<file path="src/rtl/button_pkg.sv">
// Shared types and defaults for the button input conditioning stage.
// Latency: n/a (declarations only).
// Backpressure: n/a (declarations only).
package button_pkg;

    // Per-channel debounce FSM: two stable levels plus a qualifying state
    // for each direction of change.
    typedef enum logic [1:0] {
        S_LO      = 2'd0,
        S_WAIT_HI = 2'd1,
        S_HI      = 2'd2,
        S_WAIT_LO = 2'd3
    } db_state_t;

    localparam int BTN_COUNT            = 5;
    // 20 ms at 50 MHz
    localparam int BTN_DEBOUNCE_DEFAULT = 1_000_000;

endpackage

</file>
<file path="src/rtl/button_debounce_channel.sv">
// One button channel: 2-flop synchronizer, debounce FSM, edge pulses, optional toggle.
// Latency: level/pulse update DEBOUNCE_CYCLES+1 edges after the first edge that samples a stable raw value.
// Backpressure: none; free-running, outputs are registered levels and one-cycle pulses.
//
// Ports: clk, rst_n (async active-low); raw (async bouncing input);
//        level (debounced), rise/fall (one-cycle pulses), toggle (BUTTON_TOGGLE_EN only, else 0).
module debounce_channel
    import button_pkg::*;
#(
    parameter int DEBOUNCE_CYCLES = BTN_DEBOUNCE_DEFAULT,
    parameter int CNT_W           = $clog2(DEBOUNCE_CYCLES + 1)
) (
    input  logic clk,
    input  logic rst_n,
    input  logic raw,
    output logic level,
    output logic rise,
    output logic fall,
    output logic toggle
);

    localparam logic [CNT_W-1:0] CNT_LAST  = CNT_W'(DEBOUNCE_CYCLES - 1);
    // With a one-cycle debounce the count starts at its terminal value so the
    // WAIT state exits on the next edge and the counter never exceeds CNT_LAST.
    localparam logic [CNT_W-1:0] CNT_FIRST = (DEBOUNCE_CYCLES == 1) ? '0 : CNT_W'(1);

    logic             sync1;
    logic             sync2;
    db_state_t        state;
    logic [CNT_W-1:0] cnt;

    always_ff @(posedge clk or negedge rst_n) begin
        if (!rst_n) begin
            sync1 <= 1'b0;
            sync2 <= 1'b0;
        end else begin
            sync1 <= raw;
            sync2 <= sync1;
        end
    end

    always_ff @(posedge clk or negedge rst_n) begin
        if (!rst_n) begin
            state <= S_LO;
            cnt   <= '0;
            level <= 1'b0;
            rise  <= 1'b0;
            fall  <= 1'b0;
        end else begin
            rise <= 1'b0;
            fall <= 1'b0;
            case (state)
                S_LO: begin
                    if (sync2) begin
                        state <= S_WAIT_HI;
                        cnt   <= CNT_FIRST;
                    end
                end
                S_WAIT_HI: begin
                    if (!sync2) begin
                        state <= S_LO;
                        cnt   <= '0;
                    end else if (cnt == CNT_LAST) begin
                        state <= S_HI;
                        cnt   <= '0;
                        level <= 1'b1;
                        rise  <= 1'b1;
                    end else begin
                        cnt <= cnt + CNT_W'(1);
                    end
                end
                S_HI: begin
                    if (!sync2) begin
                        state <= S_WAIT_LO;
                        cnt   <= CNT_FIRST;
                    end
                end
                S_WAIT_LO: begin
                    if (sync2) begin
                        state <= S_HI;
                        cnt   <= '0;
                    end else if (cnt == CNT_LAST) begin
                        state <= S_LO;
                        cnt   <= '0;
                        level <= 1'b0;
                        fall  <= 1'b1;
                    end else begin
                        cnt <= cnt + CNT_W'(1);
                    end
                end
                default: begin
                    state <= S_LO;
                    cnt   <= '0;
                end
            endcase
        end
    end

`ifdef BUTTON_TOGGLE_EN
    // Flips on the same edge that registers rise, so toggle and rise move together.
    logic accept_hi;
    assign accept_hi = (state == S_WAIT_HI) && sync2 && (cnt == CNT_LAST);

    always_ff @(posedge clk or negedge rst_n) begin
        if (!rst_n) begin
            toggle <= 1'b0;
        end else if (accept_hi) begin
            toggle <= ~toggle;
        end
    end
`else
    assign toggle = 1'b0;
`endif

endmodule

</file>
<file path="src/rtl/button_debounce.sv">
// Debounces N_BTN raw asynchronous buttons into clean levels, rise/fall pulses and optional toggles.
// Latency: outputs update at edge k+1+DEBOUNCE_CYCLES for a raw change stable from edge k.
// Backpressure: none; every channel is free-running and independent.
//
// Ports: clk, rst_n (async active-low); btn_raw[N_BTN] (async, bouncing, 1 = pressed);
//        btn_level (debounced, drives downstream sw bus), btn_rise/btn_fall (one-cycle pulses),
//        btn_toggle (toggle per rise when BUTTON_TOGGLE_EN is defined, otherwise tied to 0).
module button_debounce
    import button_pkg::*;
#(
    parameter int N_BTN           = BTN_COUNT,
    parameter int DEBOUNCE_CYCLES = BTN_DEBOUNCE_DEFAULT,
    parameter int CNT_W           = $clog2(DEBOUNCE_CYCLES + 1)
) (
    input  logic             clk,
    input  logic             rst_n,
    input  logic [N_BTN-1:0] btn_raw,
    output logic [N_BTN-1:0] btn_level,
    output logic [N_BTN-1:0] btn_rise,
    output logic [N_BTN-1:0] btn_fall,
    output logic [N_BTN-1:0] btn_toggle
);

    for (genvar i = 0; i < N_BTN; i++) begin : g_ch
        debounce_channel #(
            .DEBOUNCE_CYCLES (DEBOUNCE_CYCLES),
            .CNT_W           (CNT_W)
        ) u_ch (
            .clk    (clk),
            .rst_n  (rst_n),
            .raw    (btn_raw[i]),
            .level  (btn_level[i]),
            .rise   (btn_rise[i]),
            .fall   (btn_fall[i]),
            .toggle (btn_toggle[i])
        );
    end

endmodule

</file>
<file path="config.mk">
export PLATFORM = sky130hd
export DESIGN_NAME = button_debounce
export DESIGN_NICKNAME = d
export VERILOG_FILES = /design/src/rtl/button_pkg.sv /design/src/rtl/button_debounce_channel.sv /design/src/rtl/button_debounce.sv
export SDC_FILE = /design/constraint.sdc
export NUM_CORES = 1
export LEC_CHECK = 0
export CORE_MARGIN = 4
export CORE_UTILIZATION = 54
export CTS_CLUSTER_DIAMETER = 50
export DETAILED_ROUTE_END_ITERATION = 6
export MAX_ROUTING_LAYER = met4
export PLACE_DENSITY = 0.72
export SETUP_SLACK_MARGIN = 0.02
export SYNTH_ARGS = -nofsm -noshare
export SYNTH_HDL_FRONTEND = slang
export SYNTH_SLANG_ARGS = --single-unit
</file>
<file path="constraint.sdc">
create_clock -name clk -period 4.8 [get_ports clk]
set_input_delay 0.72 -clock clk [delete_from_list [all_inputs] [get_ports clk]]
set_output_delay 0.72 -clock clk [all_outputs]
set_load 0.005 [all_outputs]
</file>
---- Word-level counts from Yosys, hierarchy flattened ----
Index checks and enable logic that the tools add are counted.
cells by class
  equal/unequal tests ..................... 60
  bitwise gates (word level) .............. 0
  divide/modulo/power cells ............... 0
  muxes and demuxes ....................... 115
  shifts and indexed selects .............. 0
  $add $sub $neg .......................... 5
  $mul .................................... 0
  reduce and logical (&&, ||, !) cells .... 25
  magnitude comparators ................... 0
operators with widths
  cell                                                    count
  two-way mux 20 bit                                      25
  case mux 20 bit (4 select lines)                        5
  adder 20 x 1 -> 20 bit (second input constant)          5
  equality test 20 bit (second input constant)            5
  two-way mux 2 bit                                       30
  two-way mux 1 bit                                       45
  inequality test 2 x 1 -> 1 bit (second input constant)  20
  case mux 2 bit (4 select lines)                         5
  AND reduction 5 bit                                     5
  equality test 2 bit (second input constant)             10
  inequality test 2 bit (second input constant)           10
  AND reduction 4 bit                                     5
  inequality test 3 x 1 -> 1 bit (second input constant)  5
  inequality test 3 bit (second input constant)           5
  equality test 2 x 1 -> 1 bit (second input constant)    5
  zero test 2 bit                                         5
  case mux 1 bit (2 select lines)                         5
  AND reduction 2 bit                                     5
  nonzero test 2 bit                                      5
storage, ports and cells
  bits in read-only memories .............. 0
  memory bits (writable) .................. 0
  memories ................................ 0
  flip-flop bits (word level) ............. 135
  word-level logic and storage cells ...... 240
  input port bits ......................... 7
  latch bits .............................. 0

---- Logic depth before layout (Yosys ltp) ----
Gate-level depths: netlist of run 1.
  depth after elaboration ................. 4
  gate-level depth with buffers ........... 8
  depth with buffers taken out ............ 6

---- Modules after synthesis ----
From an unflattened synthesis of run 1, not the netlist that was laid out.
unflattened totals
  cell total of the unflattened synthesis .. 717
  area total of the unflattened synthesis .. 7121.8 um^2
by module, submodules not included
  module                                area an instance (um^2)  cells an instance  instances  sequential area each (um^2)
  debounce_channel at g_ch[0].u_ch ...  1427.6                   143                4          675.6
  debounce_channel at g_ch[4].u_ch      1411.4                   145                1          675.6

---- Worst setup path after synthesis of run 1 ----
Ideal clock, no wire load.
  path kind ............................... register to register
  start ................................... reg g_ch[2].u_ch.cnt[0]
  end ..................................... reg g_ch[2].u_ch.cnt[9]
  library setup time ...................... 0.121 ns
  stages on the path, launching flop included .. 8
  path slack .............................. 2.881 ns
  required time ........................... 4.679 ns
  arrival ................................. 1.798 ns
  buffers on the path ..................... 2
  path through ............................ dfrtp_1 > ha_1 > nand3_1 > nor4_4 > a21oi_1 > buf_4 > buf_2 > a22o_1
between the ends
  word-level cells in the longest chain between the ends .. 4
  elaborated cells between the ends (all ways) .. 6
  those cells by class .................... add/sub (1); eq/ne (1); mux (4)
ends and longest elaborated chain
  element                                                                RTL line                                                      text
  start, declared                                                        button_debounce_channel.sv:30                                 logic [CNT_W-1:0] cnt;
  start signal, assigned                                                 button_debounce_channel.sv:69                                 cnt <= cnt + CNT_W'(1);
  start signal, assigned                                                 button_debounce_channel.sv:88                                 cnt <= cnt + CNT_W'(1);
  adder 20 x 1 -> 20 bit / equality test 20 bit (equally long branches)  n/a
  two-way mux 20 bit *                                                   button_debounce_channel.sv:63, button_debounce_channel.sv:82
  two-way mux 20 bit (on tied branches)                                  button_debounce_channel.sv:79, button_debounce_channel.sv:60
  case mux 20 bit (4 select lines) *                                     button_debounce_channel.sv:52                                 case (state)
Every way passes the cells marked *; elsewhere a longest branch is shown, timed or not.
A chain may end at the register's enable or synchronous reset.

---- Worst setup path in the final report of run 1 ----
  start ................................... reg g_ch[4].u_ch.cnt[0]
  end ..................................... reg g_ch[4].u_ch.cnt[7]
between the ends
  word-level cells in the longest chain between the ends .. 4
  elaborated cells between the ends (all ways) .. 6
  those cells by class .................... add/sub (1); eq/ne (1); mux (4)
ends and longest elaborated chain
  element                                                                RTL line
  start, declared                                                        button_debounce_channel.sv:30
  start signal, assigned                                                 button_debounce_channel.sv:69
  start signal, assigned                                                 button_debounce_channel.sv:88
  adder 20 x 1 -> 20 bit / equality test 20 bit (equally long branches)  n/a
  two-way mux 20 bit *                                                   button_debounce_channel.sv:63, button_debounce_channel.sv:82
  two-way mux 20 bit (on tied branches)                                  button_debounce_channel.sv:79, button_debounce_channel.sv:60
  case mux 20 bit (4 select lines) *                                     button_debounce_channel.sv:52
Marks and branches as above.

==> results.txt, run 1 <==
The flow ran to the end, and the final reports show no timing, DRC or antenna violations. The most used flip-flop cell after synthesis is sky130_fd_sc_hd__dfrtp_1. The residual overflow from global routing is 0. The initial antenna violation count was 0. By count the netlist is led by sky130_fd_sc_hd__dfrtp_1 (135), sky130_fd_sc_hd__nand2_1 (74), sky130_fd_sc_hd__a21oi_1 (60). The endpoint identified for the worst register-to-register timing path is g_ch[4].u_ch.cnt[7]. At the worst endpoint, the required time is 5.13 ns. The CTS tree is yes. The first-iteration detailed-routing DRC count is 492. The top fanout value on the critical path came out at 28.

Once detailed placement completed, the half-perimeter wirelength came to 9366 um. The highest attainable clock frequency is 417.2 MHz. The insertion delay of the later-clocked pin in the worst-skew pair came out at 0.42 ns.

In this run the vertical extent of the chip is 122.3 um. The count of buffers added by post-CTS timing repair for setup is 0. In this run the most critical hold path is launched from g_ch[3].u_ch.sync1.

The cell area after synthesis is 7051 um2. Data arrives at the worst endpoint at 2.73 ns. The startpoint kind of the worst setup timing path is a flop. The number of gates resized after CTS was 0.

The number of global-route vias before repair is approximately 5500. The clock period minus worst slack is 2.397 ns. Hold repair after CTS inserted 0 buffers. The type of the setup path with the least slack is reg2reg.

The post-detailed-route via-to-cell ratio came out at 6.228. The finished layout cell area is 7839 um2. The total core area is ~13000 um2. The biggest area contributor in the post-synthesis netlist is sky130_fd_sc_hd__dfrtp_1. Power spread over the standard cell area amounts to 352.2 nW/um2. The post-route clock skew came out at 0.006532 ns.

The register bit count reported by yosys came out at 135. The actual slew at the worst max-slew pin is 1.157 ns. At the end of routability-driven placement, the weighted congestion stood at 0.8926.

The largest net degree at the start of global routing is 93. The clock transition time at the flip-flop clock pins of the worst setup and hold paths came out at 0.06 ns. By area the synthesized netlist is led by sky130_fd_sc_hd__dfrtp_1 (48%), sky130_fd_sc_hd__a31oi_1 (4.9%), sky130_fd_sc_hd__a21oi_1 (4.3%). The final hold slack came out at 0.3468 ns. The final worst-path cycle share came out at 49.94%.

The critical path capture point type is a flop. Yosys mapped a number of flops with a built-in enable equal to 0. Setup repair after global routing left no endpoint under its margin. The count of distinct cell types in the synthesized netlist is 66. The antenna violation net count after detailed routing came out at 0. The number of antenna cells inserted came out at 0.

The class of the tightest hold or removal check is reg2reg. Summed over all cells, the static leakage comes to 3.296 nW. Port buffering added 21 buffers.

Setup violations remaining at the end of the flow were counted as 0. The number of placed cells counting well taps is 902. The detailed-route wire length came out at about 14000 um.

Counting cells, the worst reg-to-reg path comes to 6. Buffers inserted during clock tree synthesis total 17. Measured along the x axis, the die boundary spans around 120 um. The number of vias in the routed layout is 5817. The number of ports placed on the die boundary is 27. The largest voltage drop on the vdd net came out at between 0.0002 and 0.00025 V. The max-slew violation total from the final report came out at 0. The total of fill cells in the finished design is 1078. The relative slew slack came out at 22.84%. The number of remaining DRC errors came out at 0. The setup slack on the worst flop-to-flop path is 2.40 ns. The clock sink count came out at 135. Counting instances, the worst hold path has a depth of 0. The starting density of the core is between 50% and 60%.

The share of async-settable or async-resettable flops after synthesis is 100.0%. The setup TNS is 0 ns. Overall power consumption after layout is estimated at 2.761 mW. The die footprint came out at approximately 15000 um2.

The worst register-to-register path begins at g_ch[4].u_ch.cnt[0]. The number of core rows came out at slightly above 40. The mean post-synth cell area is 9.438 um2.

In the final layout, the share of cells above drive strength 1 is 8.661%. The final layout net count is between 700 and 800. For hold timing, the worst endpoint is g_ch[3].u_ch.sync2.

The number of detailed-route iterations in the first pass came out at 6. The tree is rooted in a sky130_fd_sc_hd__clkbuf_16. The top-area cell type share of the netlist area came out at 47.91%. The global-route wire length before repair is 25250 um. The number of warnings issued by yosys came out at 0.

The total track usage came out at 21.23%. The detailed-route wire length per cell came out at 15.45 um. The count of mapped cells out of synthesis is 747. The number of max-capacitance violations reported came out at 0. The clock passes through at most 2 buffers. The count of placed standard cells in the final layout, fillers left out is 934.

The area added between synthesis and finish is 11.18%. The final count of hold timing violations is 0. The number of H-tree levels is 4. The cell area reported after detailed placement is 7231 um2.

Yosys instantiated no cell more often than sky130_fd_sc_hd__dfrtp_1. The post-synthesis sequential area ratio came out at 47.91%.
==> kinds of logic (layout without fill, tap and decap cells) <==
| kind of cell | Yosys count | count (layout) | share of synthesized area [%] |
|---|---|---|---|
| AND/OR/NAND/NOR | 313 | 313 | 24.14 |
| AO/OA/AOI/OAI | 219 | 219 | 20.05 |
| flip-flops | 135 | 135 | 47.91 |
| buffers and inverters | 58 | 69 | 4.721 |
| multiplexers | 11 | 11 | 1.615 |
| adder cells (fa/ha/maj) | 5 | 5 | 0.8873 |
| XOR/XNOR | 5 | 5 | 0.6211 |
| other | 1 | 5 | 0.05319 |
==> metal layers <==
metal	vias up	track usage, %	routed length [um]
li1	2794	-	-
met1	2846	27.77	6626
met2	157	33.12	6903
met3	20	4.931	732
met4	0	6.718	171
met5	-	-	0
==> where the power goes <==
group          switching [mW]  leakage [nW]  internal, mW  total (mW)
combinational           0.107          1.18        0.0644       0.172
sequential             0.0755          1.83          1.19        1.26
clock                   0.505         0.286         0.820        1.32
==> critical path: stages (launching register included) <==
cell                      delay (ns)
sky130_fd_sc_hd__dfrtp_1        0.41
sky130_fd_sc_hd__ha_1           0.27
sky130_fd_sc_hd__nand3_1        0.20
sky130_fd_sc_hd__nor4_4         0.10
sky130_fd_sc_hd__a21oi_2        0.91
sky130_fd_sc_hd__a41oi_1        0.23
sky130_fd_sc_hd__a31oi_1        0.20
==> stage by stage <==
| stage | utilization [%] | setup slack, ns |
|---|---|---|
| global route | 61.61 | 2.143 |
| floorplan | - | 2.881 |
| detailed placement | 56.84 | 2.433 |
| global placement | 56.84 | 2.576 |
| CTS | 61.61 | 2.440 |
| finish | 61.61 | 2.403 |
==> worst max-delay path by stage <==
| stage | cells after the start | endpoint | slack [ns] | startpoint |
|---|---|---|---|---|
| after global routing | 6 | g_ch[0].u_ch.cnt[9] | 2.14 | g_ch[0].u_ch.cnt[0] |
| final | 6 | g_ch[4].u_ch.cnt[7] | 2.40 | g_ch[4].u_ch.cnt[0] |
| after CTS | 6 | g_ch[3].u_ch.cnt[14] | 2.44 | g_ch[3].u_ch.cnt[0] |
| after global placement | 7 | g_ch[2].u_ch.cnt[12] | 2.58 | g_ch[2].u_ch.cnt[0] |
| after detailed placement | 6 | g_ch[4].u_ch.cnt[7] | 2.43 | g_ch[4].u_ch.cnt[0] |
| after floorplan | 7 | g_ch[2].u_ch.cnt[9] | 2.88 | g_ch[2].u_ch.cnt[0] |
==> cell usage in the layout, fill, tap and decap left out, types with 17 or more instances in the layout <==
cell / Yosys / layout
sky130_fd_sc_hd__nand4_1: 26 / 26
sky130_fd_sc_hd__nand2_1: 74 / 74
sky130_fd_sc_hd__nand3_1: 47 / 47
sky130_fd_sc_hd__nor2_1: 59 / 59
sky130_fd_sc_hd__clkdlybuf4s50_1: 0 / 20
sky130_fd_sc_hd__a31oi_1: 55 / 55
sky130_fd_sc_hd__dfrtp_1: 135 / 135
sky130_fd_sc_hd__a21oi_1: 60 / 60
sky130_fd_sc_hd__o21ai_0: 28 / 28
sky130_fd_sc_hd__clkbuf_16: 0 / 17
==> sequential cells by signal (all words and copies together) (netlist names), named ones only <==
name,count
g_ch.u_ch.cnt,100
g_ch.u_ch.fall,5
g_ch.u_ch.level,5
g_ch.u_ch.rise,5
g_ch.u_ch.state,5
g_ch.u_ch.sync1,5
g_ch.u_ch.sync2,5
==> final cells by class <==
class	instances	area (um2)	area share (%)
Inverter	13	48.80	0.6225
Timing Repair Buffer	24	234.0	2.985
Tap cell	172	215.2	2.745
Clock buffer	18	429.2	5.475
Clock inverter	14	178.9	2.283
Sequential cell	135	3378	43.10
Multi-Input combinational cell	558	3354	42.79
(Power assumes the default switching activity.)
==> inputs of run 2 (changes only) <==
- PLACE_DENSITY: 0.72 -> 0.75
- clock period: 4.8 -> 2 ns (I/O delays scaled with it)
==> results.txt, run 2 (synthesized netlist as in run 1, its figures left out) <==
The actual slew at the worst max-slew pin came out at 0.5663 ns (was 1.157 ns). Cell-by-cell trace of the critical path: or4b_4, nor4_4, buf_4, a21o_4, nor2_1, a221o_1 (was ha_1, nand3_1, nor4_4, a21oi_2, a41oi_1, a31oi_1). The slowest library cell on the worst path is sky130_fd_sc_hd__or4b_4 (was sky130_fd_sc_hd__a21oi_2). The final count of hold timing violations came to 0 (unchanged).

The number of ports placed on the die boundary is 27 (unchanged). The largest register by flop count was g_ch.u_ch.cnt (unchanged). The max-slew violation total from the final report is 0 (unchanged). The count of placed standard cells in the final layout, fillers left out came to 1019 (was 934). The part of the power in registers is 43.5% (was 45.8%).

The number of H-tree levels was 4 (unchanged). The antenna violation net count after detailed routing was 0 (unchanged). The area added between synthesis and finish was 22.75% (was 11.18%). The post-detailed-route via-to-cell ratio is 6.108 (was 6.228). The post-route clock skew is 0.007122 ns (was 0.006532 ns). The global-route wire length before repair is 27470 um (was 25250 um).

The die extent in x is 122.3 um (unchanged). The CTS tree is yes (unchanged). The total track usage came out at 23.33% (was 21.23%). The highest attainable clock frequency came out at 508.6 MHz (was 417.2 MHz). The switching share of total power was 23.67% (was 24.92%). The final hold slack is 0.3172 ns (was 0.3468 ns). The starting density of the core is 55.42% (unchanged).

The startpoint of the lowest-slack hold path is btn_raw[0] (was g_ch[3].u_ch.sync1). The required arrival time at the worst endpoint is 2.30 ns (was 5.13 ns). The number of global-route vias before repair is 6143 (was 5492). The clock sink count is 135 (unchanged). The die footprint is 14950 um2 (unchanged). The share of post-route cells with drive strength above 1 is 19.03% (was 8.661%). The detailed-route wire length is 15830 um (was 14430 um). The reg-to-reg startpoint is g_ch[0].u_ch.cnt[15] (was g_ch[4].u_ch.cnt[0]). The class of the tightest hold or removal check is in2reg (was reg2reg).

The standby leakage power is 3.804 nW (was 3.296 nW). The cell depth of the worst min-delay path is 1 (was 0). The clock period minus worst slack is 1.966 ns (was 2.397 ns). The clock transition time at the flip-flop clock pins of the worst setup and hold paths came out at 0.06 ns (about the same). The height of the chip was 122.3 um (unchanged). The endpoint of the worst hold path is g_ch[0].u_ch.sync1 (was g_ch[3].u_ch.sync2). The number of flip-flops in the largest register is 100 (unchanged).

The critical register-to-register path endpoint was g_ch[0].u_ch.cnt[17] (was g_ch[4].u_ch.cnt[7]). The number of vias in the routed layout is 6224 (was 5817). The root buffer cell is sky130_fd_sc_hd__clkbuf_16 (unchanged). The top fanout value on the critical path is 8 (was 28).

The type of the setup path with the least slack is reg2reg (unchanged). Run status: finished clean (unchanged). The setup TNS is 0 ns (unchanged). The internal cell power is 5.246 mW (was 2.073 mW). The first-iteration detailed-routing DRC count is 547 (was 492).

The initial antenna violation count is 1 (was 0). The maximum cell stage delay along the critical path came out at 0.55 ns (was 0.91 ns). The origin of the worst setup path is g_ch[0].u_ch.cnt[15] (was g_ch[4].u_ch.cnt[0]). The setup slack on the worst flop-to-flop path is 0.03 ns (was 2.40 ns).

The largest net degree at the start of global routing came out at 43 (was 93). The number of cells on the worst reg-to-reg path is 6 (unchanged). RSZ-0062 raised after global routing: true (was false). The relative slew slack is 62.11% (was 22.84%).

The deepest clock path buffer count is 2 (unchanged). The number of setup violations in the final report came to 0 (unchanged). The critical path's top delay family is simple AND/OR/NAND/NOR gates (was compound AO/OA/AOI/OAI gates). The number of placed cells counting well taps came out at 981 (was 902).

The detailed-route wire length per cell is 15.53 um (was 15.45 um). The startpoint kind of the worst setup timing path is a flop (unchanged). The post-layout total power was 6.873 mW (was 2.761 mW).

The count of buffer and inverter cells on the critical path is 1 (was 0). The combinational fraction of design power came out at 8.7% (was 6.2%). The final layout net count came out at 845 (was 761). The most frequent standard cell in the layout excluding fill and tap cells is sky130_fd_sc_hd__dfrtp_1 (unchanged). The depth of the critical timing path with buffers and inverters included is 6 (unchanged). The net load switching power came out at 1.627 mW (was 687.9 uW). The number of max-capacitance violations reported is 0 (unchanged). The critical path capture point type was a flop (unchanged). The total power density per cell area came out at 794.1 nW/um2 (was 352.2 nW/um2). The residual overflow from global routing is 0 (unchanged). The largest voltage drop on the vdd net is 0.0007554 V (was 0.0002486 V). The number of clock buffers inserted by TritonCTS was 17 (unchanged). The clock power share came to 47.8% (was 48.0%). The final worst-path cycle share came out at 98.30% (was 49.94%).

The number of remaining DRC errors came out at 0 (unchanged). Most frequent cells in the layout: sky130_fd_sc_hd__dfrtp_1 (135), sky130_fd_sc_hd__buf_4 (82), sky130_fd_sc_hd__nand2_1 (74) (was sky130_fd_sc_hd__dfrtp_1 (135), sky130_fd_sc_hd__nand2_1 (74), sky130_fd_sc_hd__a21oi_1 (60)). The insertion delay of the later-clocked pin in the worst-skew pair came to 0.42 ns (about the same). The HPWL reported at the end of detailed placement is 10850 um (was 9366 um). The arrival time of the worst setup path is 2.27 ns (was 2.73 ns). The total core area came out at 12720 um2 (unchanged). The number of core rows came to 41 (unchanged). The placer congestion estimate came out at 0.8841 (was 0.8926). The count of buffers inserted at the top-level ports came out at 21 (unchanged). The number of detailed-route iterations in the first pass is 5 (was 6). The total of fill cells in the finished design is 979 (was 1078).
## run 2: cell count changes in the layout (fill, tap and decap cells not counted), sizes merged
cell	change
clkinvlp	+1
buf	+83
dlygate4sd3	+1
clkbuf	+4
diode	+1
clkinv	-5
## run 2: repair_timing
item	CTS	global route
hold endpoints to repair	31	0
gates cloned	0	0
pin swaps	2	6
resized for setup	6	16
endpoints found under the setup margin	27	37
setup buffers	1	3
hold buffers	1	0
## run 2: worst max-delay path by stage
stage | endpoint
after floorplan | g_ch[2].u_ch.cnt[9]
after global placement | g_ch[0].u_ch.cnt[17]
after detailed placement | g_ch[3].u_ch.cnt[18]
after CTS | g_ch[4].u_ch.cnt[10]
after global routing | g_ch[0].u_ch.cnt[17]
final | g_ch[0].u_ch.cnt[17]
## run 2: layout make-up
| cell class | count | area, um2 | area share, % |
|---|---|---|---|
| clock inverters | 10 | 142.6 | 1.648 |
| clock buffers | 22 | 494.2 | 5.711 |
| diodes | 1 | 2.502 | 0.02891 |
| inverters | 13 | 48.80 | 0.5638 |
| well taps | 172 | 215.2 | 2.487 |
| flip-flops and latches | 135 | 3378 | 39.03 |
| repair buffers | 108 | 917.1 | 10.60 |
| multi-input cells | 558 | 3456 | 39.93 |
## run 2: power groups by stage
stage	combinational [mW]	clock [mW]	sequential [mW]
after global routing	0.671	3.47	3.01
after floorplan	0.323	0	3.02
after detailed placement	0.576	0	3.03
after global placement	0.548	0	3.02
final	0.597	3.29	2.99
after CTS	0.588	3.35	2.99
## run 2: per-stage QoR
stage | setup slack (ns) | instance area (um2) | utilization [%]
2_1_floorplan | 0.08093 | 7066 | -
3_3_place_gp | 0.06489 | 7861 | 61.79
3_5_place_dp | -0.09805 | 7861 | 61.79
4_1_cts | 0.02084 | 8557 | 67.26
5_1_grt | -0.008815 | 8655 | 68.03
6_report | 0.03390 | 8655 | 68.03
## run 2: layer usage
layer	part of all wire [%]	up-vias	global-route usage, %	wire length [um]
met2	50	168	37.68	7962
li1	-	2965	-	-
met4	1.2	0	8.397	191
met3	4.7	22	6.452	741
met5	0	-	-	0
met1	44	3069	28.26	6932
==> inputs of run 3 (changes only) <==
- CTS_BUF_LIST: default -> sky130_fd_sc_hd__clkbuf_4 sky130_fd_sc_hd__clkbuf_8
==> results.txt, run 3 (synthesized netlist as in run 1, its figures left out) <==
Run status: finished clean (unchanged). The clock period minus worst slack came out at 1.946 ns (was 1.966 ns). The max-slew violation total from the final report is 0 (unchanged).

The number of cells on the worst reg-to-reg path is 5 (was 6). The number of global-route vias before repair came out at 6063 (was 6143). The die extent in x is 122.3 um (unchanged).

The area added between synthesis and finish was 20.91% (was 22.75%). The class of the tightest hold or removal check is in2reg (unchanged). The relative slew slack is 61.63% (was 62.11%).

The top fanout value on the critical path is 12 (was 8). Most frequent cells in the layout: sky130_fd_sc_hd__dfrtp_1 (135), sky130_fd_sc_hd__buf_4 (88), sky130_fd_sc_hd__nand2_1 (74) (was sky130_fd_sc_hd__dfrtp_1 (135), sky130_fd_sc_hd__buf_4 (82), sky130_fd_sc_hd__nand2_1 (74)). The root buffer cell is sky130_fd_sc_hd__clkbuf_8 (was sky130_fd_sc_hd__clkbuf_16).

The number of ports placed on the die boundary was 27 (unchanged). The critical path capture point type is a flop (unchanged). The number of flip-flops in the largest register came out at 100 (unchanged).

The number of setup violations in the final report is 0 (unchanged). The highest attainable clock frequency came out at 513.8 MHz (was 508.6 MHz). The clock transition time at the flip-flop clock pins of the worst setup and hold paths is 0.08 ns (was 0.06 ns). The total track usage is 23.04% (was 23.33%).

The number of core rows came to 41 (unchanged). The most frequent standard cell in the layout excluding fill and tap cells is sky130_fd_sc_hd__dfrtp_1 (unchanged). The count of buffers inserted at the top-level ports came out at 21 (unchanged). The number of detailed-route iterations in the first pass came out at 5 (unchanged).

The final count of hold timing violations is 0 (unchanged). The largest net degree at the start of global routing is 43 (unchanged). The reg-to-reg startpoint is g_ch[0].u_ch.cnt[15] (unchanged). The number of clock buffers inserted by TritonCTS is 17 (unchanged). The largest register by flop count is g_ch.u_ch.cnt (unchanged).

The initial antenna violation count is 1 (unchanged). The insertion delay of the later-clocked pin in the worst-skew pair is 0.45 ns (was 0.42 ns). The number of H-tree levels was 4 (unchanged). The post-detailed-route via-to-cell ratio came out at 6.034 (was 6.108). The actual slew at the worst max-slew pin came out at 0.5735 ns (was 0.5663 ns).

The final layout net count came out at 851 (was 845). The number of vias in the routed layout was 6185 (was 6224). The setup slack on the worst flop-to-flop path came out at 0.05 ns (was 0.03 ns). The origin of the worst setup path is g_ch[0].u_ch.cnt[15] (unchanged). RSZ-0062 raised after global routing: true (unchanged). The setup TNS came out at 0 ns (unchanged). The first-iteration detailed-routing DRC count is 557 (was 547). The arrival time of the worst setup path is 2.28 ns (was 2.27 ns). The share of the core filled with cells is 67.00% (was 68.03%).

The total power density per cell area was 709.0 nW/um2 (was 794.1 nW/um2). The last element of the critical path is g_ch[0].u_ch.cnt[17] (unchanged). The global-route wire length before repair is 27110 um (was 27470 um). The total of fill cells in the finished design is 1013 (was 979). The post-layout total power came to 6.044 mW (was 6.873 mW). The CTS tree was yes (unchanged). The share of post-route cells with drive strength above 1 came to 19.84% (was 19.03%). The final worst-path cycle share is 97.32% (was 98.30%). The antenna violation net count after detailed routing came out at 0 (unchanged). The HPWL reported at the end of detailed placement is 10850 um (unchanged). The required arrival time at the worst endpoint came out at 2.33 ns (was 2.30 ns). The critical register-to-register path endpoint was g_ch[0].u_ch.cnt[17] (unchanged). The type of the setup path with the least slack was reg2reg (unchanged). The cell area reported after detailed placement came out at 7861 um2 (unchanged). The standby leakage power is 3.752 nW (was 3.804 nW). The starting density of the core came out at 55.42% (unchanged). The post-route clock skew is 0.01478 ns (was 0.007122 ns). The detailed-route wire length came out at 15680 um (was 15830 um). The residual overflow from global routing came out at 0 (unchanged). The clock sink count came out at 135 (unchanged). The startpoint kind of the worst setup timing path is a flop (unchanged).

The detailed-route wire length per cell came out at 15.30 um (was 15.53 um). The deepest clock path buffer count is 2 (unchanged). The number of max-capacitance violations reported came to 0 (unchanged). The die footprint came to 14950 um2 (unchanged).

The largest voltage drop on the vdd net is 0.0006212 V (was 0.0007554 V). The height of the chip is 122.3 um (unchanged). The number of remaining DRC errors is 0 (unchanged).

The finished layout cell area was 8524 um2 (was 8655 um2). The placer congestion estimate is 0.8841 (unchanged). The total core area is 12720 um2 (unchanged).
## run 3: metrics by stage
step / instances / hold WS, ns / setup WS, ns
2_1_floorplan: 751 / 0.004409 / 0.08093
3_3_place_gp: 981 / 0.2120 / 0.06489
3_5_place_dp: 981 / 0.2136 / -0.09805
4_1_cts: 1015 / 0.2639 / 0.02020
5_1_grt: 1025 / 0.2594 / -0.004964
6_report: 1025 / 0.2895 / 0.05366
## run 3: report_power, final
part | switching, mW | internal (mW)
logic | 0.331 | 0.271
registers | 0.134 | 2.85
clock network | 1.06 | 1.40
total | 1.52 | 4.52
## run 3: timing repair
| action | CTS | global route |
|---|---|---|
| hold endpoints to repair | 31 | 0 |
| buffers inserted | 1 | 9 |
| endpoints found under the setup margin | 31 | 36 |
| resized for setup | 6 | 18 |
| hold buffers | 1 | 0 |
| pin swaps | 2 | 11 |
## run 3: worst min-delay path by stage
stage | startpoint | to | cells past startpoint
after floorplan | rst_n | asynchronous set/reset pin | 0
after global placement | rst_n | g_ch[1].u_ch.rise | 1
after detailed placement | rst_n | g_ch[1].u_ch.rise | 1
after CTS | btn_raw[0] | g_ch[0].u_ch.sync1 | 1
after global routing | btn_raw[0] | g_ch[0].u_ch.sync1 | 1
final | btn_raw[0] | g_ch[0].u_ch.sync1 | 1
## run 3: final cells by class
class / instances / area (um2) / area share (%)
multi-input cells: 558 / 3472 / 40.73
flip-flops and latches: 135 / 3378 / 39.63
repair buffers: 114 / 962.2 / 11.29
clock buffers: 22 / 302.8 / 3.552
well taps: 172 / 215.2 / 2.525
clock inverters: 10 / 142.6 / 1.673
inverters: 13 / 48.80 / 0.5724
diodes: 1 / 2.502 / 0.02936
## run 3: critical path, cell delays in order, from the launching register on
cell and delay (ns):
sky130_fd_sc_hd__dfrtp_1 0.39, sky130_fd_sc_hd__or4b_4 0.55, sky130_fd_sc_hd__nor4_4 0.23, sky130_fd_sc_hd__a21oi_4 0.17, sky130_fd_sc_hd__buf_4 0.18, sky130_fd_sc_hd__a221o_1 0.30
## run 3: per-layer routing
| metal | GRT usage, % | vias up | part of all wire, % |
|---|---|---|---|
| met3 | 6.175 | 20 | 4.8 |
| met5 | - | - | 0 |
| met2 | 37.20 | 151 | 50 |
| met1 | 27.79 | 3036 | 44 |
| met4 | 8.887 | 0 | 1.4 |
| li1 | - | 2978 | - |
